--- config.mk ---
export PLATFORM = sky130hd
export DESIGN_NAME = neuron_mac
export DESIGN_NICKNAME = d
export VERILOG_FILES = /design/src/rtl/nn_pkg.sv /design/src/rtl/nn_saturate.sv /design/src/rtl/neuron_mac.sv
export SDC_FILE = /design/constraint.sdc
export NUM_CORES = 1
export LEC_CHECK = 0
export BUFFER_PORTS_ARGS = -buffer_cell sky130_fd_sc_hd__buf_4
export CAP_MARGIN = 0
export CORE_MARGIN = 2
export CORE_UTILIZATION = 30
export CTS_CLUSTER_SIZE = 40
export DETAILED_ROUTE_END_ITERATION = 12
export PLACE_DENSITY = 0.47
export SYNTH_ARGS = -nofsm -noshare
export SYNTH_HDL_FRONTEND = slang
export SYNTH_SLANG_ARGS = --single-unit
--- constraint.sdc ---
create_clock -name clk -period 7.2 [get_ports clk]
set_clock_uncertainty 0.05 [all_clocks]
set_input_delay 1.08 -clock clk [delete_from_list [all_inputs] [get_ports clk]]
set_output_delay 1.08 -clock clk [all_outputs]
set_load 0.05 [all_outputs]
--- src/rtl/nn_pkg.sv ---
// Shared definitions for the neural_network layers: FSM state encoding, default
// fixed-point widths and the saturating clamp used by every layer's output stage.
package nn_pkg;

    typedef enum logic [1:0] {
        IDLE  = 2'd0,
        ACCUM = 2'd1,
        BIAS  = 2'd2,
        OUT   = 2'd3
    } state_t;

    localparam int DATA_W_DEF    = 8;
    localparam int FRAC_BITS_DEF = 4;
    localparam int ACC_W_DEF     = 24;

    typedef struct packed {
        logic [63:0] value;
        logic        overflow;
    } sat_t;

    // Clamp a wide signed value into a data_w-bit signed range; flag when clamped.
    function automatic sat_t sat_clamp(input logic signed [63:0] v, input int data_w);
        logic signed [63:0] hi;
        logic signed [63:0] lo;
        sat_t               r;
        hi = (64'sd1 <<< (data_w - 1)) - 64'sd1;
        lo = -hi - 64'sd1;
        if (v > hi) begin
            r.value    = hi;
            r.overflow = 1'b1;
        end else if (v < lo) begin
            r.value    = lo;
            r.overflow = 1'b1;
        end else begin
            r.value    = v;
            r.overflow = 1'b0;
        end
        return r;
    endfunction

endpackage

--- src/rtl/nn_saturate.sv ---
// Combinational bias add, fixed-point rescale (arithmetic shift, floor) and
// saturation of an accumulator into a DATA_W-bit signed result.
module nn_saturate
    import nn_pkg::*;
#(
    parameter int ACC_W     = ACC_W_DEF,
    parameter int DATA_W    = DATA_W_DEF,
    parameter int FRAC_BITS = FRAC_BITS_DEF
) (
    input  logic signed [ACC_W-1:0]  i_acc,
    input  logic signed [DATA_W-1:0] i_bias,
    output logic signed [DATA_W-1:0] o_y,
    output logic                     o_overflow
);

    // One guard bit so the bias add cannot wrap before the clamp sees it.
    logic signed [ACC_W:0] w_bias_ext;
    logic signed [ACC_W:0] w_sum;
    logic signed [ACC_W:0] w_shift;
    sat_t                  w_sat;
    logic                  w_unused_hi;

    assign w_bias_ext  = (ACC_W+1)'(i_bias) <<< FRAC_BITS;
    assign w_sum       = (ACC_W+1)'(i_acc) + w_bias_ext;
    assign w_shift     = w_sum >>> FRAC_BITS;
    assign w_sat       = sat_clamp(64'(w_shift), DATA_W);
    assign o_y         = w_sat.value[DATA_W-1:0];
    assign o_overflow  = w_sat.overflow;
    assign w_unused_hi = ^w_sat.value[63:DATA_W];

endmodule

--- src/rtl/neuron_mac.sv ---
// Single-neuron multiply-accumulate stage with bias, rescale, saturation and
// optional ReLU (define NEURON_RELU_EN), valid/ready on both input and output.
module neuron_mac
    import nn_pkg::*;
#(
    parameter int DATA_W    = DATA_W_DEF,
    parameter int FRAC_BITS = FRAC_BITS_DEF,
    parameter int N_INPUTS  = 16,
    parameter int ACC_W     = ACC_W_DEF
) (
    input  logic                     clk,
    input  logic                     rst_n,
    input  logic                     clk_en,
    input  logic                     start,
    input  logic signed [DATA_W-1:0] bias,
    input  logic                     in_valid,
    output logic                     in_ready,
    input  logic signed [DATA_W-1:0] x,
    input  logic signed [DATA_W-1:0] w,
    output logic                     out_valid,
    input  logic                     out_ready,
    output logic signed [DATA_W-1:0] y,
    output logic                     overflow,
    output logic                     busy
);

    // Handshakes: a transfer happens on a rising edge with clk_en=1 where
    // valid and ready are both high; ready/valid come straight from the state.

    localparam int CNT_W = $clog2(N_INPUTS + 1);

    state_t                    r_state;
    state_t                    w_next;
    logic signed [ACC_W-1:0]   r_acc;
    logic [CNT_W-1:0]          r_cnt;
    logic signed [DATA_W-1:0]  r_bias;
    logic signed [DATA_W-1:0]  r_y;
    logic                      r_ovf;

    logic signed [2*DATA_W-1:0] w_prod;
    logic signed [ACC_W-1:0]    w_prod_ext;
    logic                       w_last_beat;
    logic signed [DATA_W-1:0]   w_sat_y;
    logic                       w_sat_ovf;
    logic signed [DATA_W-1:0]   w_act_y;

    assign w_prod      = x * w;
    assign w_prod_ext  = ACC_W'(w_prod);
    assign w_last_beat = (r_cnt == CNT_W'(N_INPUTS - 1));

    nn_saturate #(
        .ACC_W    (ACC_W),
        .DATA_W   (DATA_W),
        .FRAC_BITS(FRAC_BITS)
    ) u_sat (
        .i_acc     (r_acc),
        .i_bias    (r_bias),
        .o_y       (w_sat_y),
        .o_overflow(w_sat_ovf)
    );

`ifdef NEURON_RELU_EN
    assign w_act_y = w_sat_y[DATA_W-1] ? '0 : w_sat_y;
`else
    assign w_act_y = w_sat_y;
`endif

    always_ff @(posedge clk) begin
        if (!rst_n) begin
            r_state <= IDLE;
        end else if (clk_en) begin
            r_state <= w_next;
        end
    end

    always_comb begin
        w_next = r_state;
        case (r_state)
            IDLE:    if (start) w_next = ACCUM;
            ACCUM:   if (in_valid && w_last_beat) w_next = BIAS;
            BIAS:    w_next = OUT;
            OUT:     if (out_ready) w_next = IDLE;
            default: w_next = IDLE;
        endcase
    end

    always_comb begin
        in_ready  = (r_state == ACCUM);
        out_valid = (r_state == OUT);
        busy      = (r_state != IDLE);
        y         = r_y;
        overflow  = r_ovf;
    end

    always_ff @(posedge clk) begin
        if (!rst_n) begin
            r_acc  <= '0;
            r_cnt  <= '0;
            r_bias <= '0;
            r_y    <= '0;
            r_ovf  <= 1'b0;
        end else if (clk_en) begin
            case (r_state)
                IDLE: begin
                    if (start) begin
                        r_bias <= bias;
                        r_acc  <= '0;
                        r_cnt  <= '0;
                    end
                end
                ACCUM: begin
                    if (in_valid) begin
                        r_acc <= r_acc + w_prod_ext;
                        r_cnt <= r_cnt + 1'b1;
                    end
                end
                BIAS: begin
                    r_y   <= w_act_y;
                    r_ovf <= w_sat_ovf;
                end
                default: ;
            endcase
        end
    end

endmodule

-- After elaboration in Yosys (flattened, before gate mapping)
Index checks and enable logic that the tools add are counted.
- register bits after elaboration: 48
- input port bits: 30
- add/sub/neg operators: 3
- multipliers: 1
- magnitude comparators: 2
- eq/ne operators: 8
- muxes and demuxes: 12
- reduce and logical (&&, ||, !) cells: 8
- operators by type and width (cell ; count):
    $mux 24 ; 2
    $pmux 24 s2 ; 1
    $add 24x12->25 ; 1
    $add 24x16->24 ; 1
    $gt 21x8->1 const B ; 1
    $lt 21x8->1 const B ; 1
    $mux 9 ; 2
    $mul 8x8->16 ; 1
    $mux 5 ; 2
    $pmux 5 s2 ; 1
    $pmux 2 s4 ; 1
    $reduce_and 4->1 ; 2
    $mux 2 ; 3
    $add 5x1->5 const B ; 1
    $eq 5x4->1 const B ; 1
    $eq 2x2->1 const B ; 2
    $ne 2x1->1 const B ; 2
    $ne 2x2->1 const B ; 2
    $reduce_bool 2->1 ; 2
    $reduce_and 3->1 ; 1
    $eq 2x1->1 const B ; 1
    $logic_not 2->1 ; 1
    $reduce_and 2->1 ; 1
    $logic_and 1x1->1 ; 1

-- Depth between registers and ports, before layout
- depth in word-level cells: 4
- gate-level depth with buffers: 23
- mapped depth without buffers: 22

-- Modules after synthesis
From an unflattened synthesis, not the netlist that was laid out.
- cells, all modules: 822
- area total of the unflattened synthesis: 7424.6 um^2
- by module, submodules not included (module ; times used ; cells each ; area each (um^2) ; seq. area each (um^2)):
    neuron_mac ; 1 ; 637 ; 6063.3 ; 960.9
    nn_saturate ; 1 ; 185 ; 1361.3 ; 0.0

-- Least setup slack after synthesis
No wires, ideal clock.
- path type: input to register
- start point: input w[0]
- end point: register r_acc[22]
- setup time: 0.119 ns
- data arrival time: 6.145 ns
- required time: 7.031 ns
- slack: 0.885 ns
- stages on the path: 17
- path buffers: 0
- cells stage by stage: and2_1 -> inv_1 -> fa_1 -> inv_1 -> fa_1 -> fa_1 -> fa_1 -> fa_1 -> ha_1 -> a21oi_1 -> o21bai_1 -> a21o_1 -> a31oi_1 -> o311ai_1 -> o41ai_1 -> xor2_1 -> o21ai_1
- cells in the longest elaborated chain, start to end: 4
- RTL lines (element ; line ; RTL):
    from (decl) ; neuron_mac.sv:19 ; input logic signed [DATA_W-1:0] w,
    $mul 8x8->16 ; neuron_mac.sv:47 ; assign w_prod = x * w;
    $add 24x16->24 ; neuron_mac.sv:113 ; r_acc <= r_acc + w_prod_ext;
    $mux 24 ; neuron_mac.sv:112 ; if (in_valid) begin
    $pmux 24 s2 ; neuron_mac.sv:103 ; case (r_state)
    to (signal assigned) ; neuron_mac.sv:113 ;
    to (decl) ; neuron_mac.sv:34 ; logic signed [ACC_W-1:0] r_acc;
Every way passes these cells. The select of a mux whose other input is x is not followed.
A chain may end at the register's enable or synchronous reset.

-- Worst setup path in the final report
- start point: input w[7]
- end point: register r_acc[22]
The elaborated chain is that of the path after synthesis.

==> impl_metrics.json <==
{
  "min_period_ps": 6054,
  "ios": 42,
  "critical_path_class": "input pin to flip-flop",
  "cts_tree": "yes",
  "critPathSlowestCell": "fa_1",
  "drt-total-wl_um": 15460,
  "io_buffers": 41,
  "cts_hold_buffers": 0,
  "ant_nets": 0,
  "grt_pass1_wl_um": 27320,
  "antenna_found_initial": 0,
  "crit_family": "adder cells",
  "gp_congestion": 0.7922,
  "hp-class": "flip-flop to flip-flop",
  "hold_viol": 0,
  "grt_pass1_vias": 5492,
  "tightest_slew_ps": 651.4,
  "drt_iter0_markers": 157,
  "crit_buf_inv": 3,
  "drc": 0,
  "final.setup.worst_slack_ps": 1146,
  "root_buffer": "clkbuf_16",
  "path_max_fanout": 8,
  "drv_cap": 0,
  "fin_crit_sh_pct": 84.08,
  "finalPower_mw": 2.399,
  "maxSlewHeadroom_pct": 55.45,
  "syn_area_um2": 6993,
  "leakagePower_nw": 3.710,
  "clockBufferDepth": 2,
  "end_kind": "flip-flop",
  "rsz0062_at_grt": "no",
  "hpwl_um": 13290,
  "wl_per_cell_um": 13.90,
  "whs_ps": 421.0,
  "fillers": 2368,
  "p_per_area_nw_per_um2": 306.5,
  "start_util_pct": 30.70,
  "max_stage_delay_ps": 610,
  "grt_usage_pct": 13.80,
  "critPathMostFrequentCell": "fa_1",
  "synth_seq_cells": 48,
  "slew_viol_final": 0,
  "die-area_um2": 24550,
  "setup_viol": 0,
  "synthCells": 760,
  "vias": 5150,
  "setup_tns_ps": 0,
  "cts_made_buffers": 5,
  "htree_levels": 2,
  "ys.flop_type": "dfxtp_1",
  "grt_overflow": 0,
  "clock.fmax_ghz": 0.1652,
  "outcome": "complete, no violations",
  "ys_types": 66,
  "diodes": 0,
  "ir_drop_uv": 130.8,
  "layout_common_cells": "inv_1 (117), fa_1 (105), ha_1 (80)",
  "multi_input_area_um2": 5525,
  "syn_nets": 975,
  "crit_chain": "buf_4 > clkinv_1 > fa_1 > inv_1 > fa_1 > fa_1 > fa_1 > fa_1 > ha_1 > a21oi_1 > o21bai_1 > a21o_1 > a31oi_1 > o311ai_1 > o41ai_1 > xor2_1 > o21ai_1",
  "ys_seq_area_share_pct": 13.74,
  "nets": 1013,
  "coreArea_um2": 22780,
  "cts.clk_slew.worst_paths_ps": 70,
  "synth_enable_flop_cells": 0,
  "cp.arrival_ps": 6190,
  "post_cts_buffers": 0,
  "async_reset_ff_share_pct": 0,
  "pre_cts_slack_ps": 806.5,
  "regArea_um2": 960.9,
  "die_w_um": 156.7,
  "dieHeight_um": 156.7,
  "clock_latency_ps": 290,
  "cts_sinks": 48,
  "via_per_inst": 4.631,
  "dr.pass1.iters": 4,
  "synth_area_per_cell_um2": 9.201,
  "post_cts_resized": 0,
  "ys_warn_count": 0,
  "grt_max_degree": 38,
  "drive_gt1_share_pct": 9.387,
  "floorplan.rows": 55,
  "syn2layout_area_growth_pct": 11.92,
  "final_common_cell": "inv_1",
  "worstSetupStartpointType": "input pin",
  "crit_required_ps": 7330
}
[metal layers]
layer	wire, um	up-vias	GRT usage (%)
met3	262	10	1.634
li1	-	2591	-
met4	110	0	1.966
met1	7545	2518	18.89
met5	0	-	0
met2	7542	31	23.91
[registers in the layout, summed over array words and instances, names as in the netlist]
register and cells:
overflow 1, r_cnt 5, r_bias 8, y 8
r_acc 24, r_state 2
[report_power, final]
group	total [mW]	internal (mW)	switching (mW)	leakage [nW]
clock	0.266	0.164	0.103	0.0808
sequential	0.300	0.281	0.0195	0.388
combinational	1.83	0.820	1.01	3.24
[logic make-up after synthesis]
kind of cell	Yosys count	share of synthesized area, %
multiplexers	4	0.6441
adder cells (fa/ha/maj)	185	44.37
XOR/XNOR	40	5.010
buffers and inverters	133	7.246
AND/OR/NAND/NOR	205	14.64
AO/OA/AOI/OAI	145	14.35
flip-flops	48	13.74
[final cells by class]
class	count	share of cell area, %
Tap cell	313	5.004
Inverter	119	5.707
Sequential cell	48	12.28
Clock buffer	6	1.647
Clock inverter	2	0.4476
Timing Repair Buffer	45	4.317
Multi-Input combinational cell	579	70.60
[worst paths after layout]
path         cells past startpoint                     end              startpoint  slack, ps
min reg2reg                      2  r_bias[0]$_SDFFE_PN0P_  r_bias[0]$_SDFFE_PN0P_        420
min                              2  r_bias[0]$_SDFFE_PN0P_  r_bias[0]$_SDFFE_PN0P_        420
max                             17  r_acc[22]$_SDFFE_PN0P_                    w[7]       1150
max reg2reg                     22  r_acc[22]$_SDFFE_PN0P_   r_acc[4]$_SDFFE_PN0P_       1800
[through the flow]
step	utilization, %	instance area, um^2	instances
detailed placement	33.64	7662	1104
CTS	34.36	7826	1112
floorplan	-	6993	760
global route	34.36	7826	1112
finish	34.36	7826	1112
global placement	33.64	7662	1104
[tightest hold or removal path: cells and delay by family, from the launching register on]
family             cells  cell delay, ps
AOI/OAI and AO/OA      1              60
DFF                    1             310
and+or+nand+nor        1              50
[synthesized netlist by cell type (all sizes together), types with 2 or more instances]
library cell,n,share of area [%]
a2111oi,4,0.59
a211oi,3,0.32
a21boi,10,1.1
a21o,15,1.6
a21oi,34,2.6
a22oi,15,1.6
a31o,2,0.25
a31oi,8,0.72
a32oi,2,0.25
and2,36,3.2
and3,3,0.27
buf,2,0.21
clkbuf,12,0.64
dfxtp,48,14
fa,105,30
ha,80,14
inv,118,6.3
mux2i,3,0.43
nand2,63,3.4
nand2b,4,0.36
nand3,19,1.4
nand4,4,0.36
nor2,36,1.9
nor2b,15,1.3
nor3,10,0.72
nor4,2,0.18
o211ai,2,0.21
o21ai,27,2.0
o21bai,6,0.64
o22ai,2,0.18
o311a,2,0.32
o311ai,3,0.38
o41ai,3,0.64
or2,4,0.36
or3,3,0.29
xnor2,27,3.4
xor2,13,1.6
Note: power is estimated with default switching activity, not from simulation.
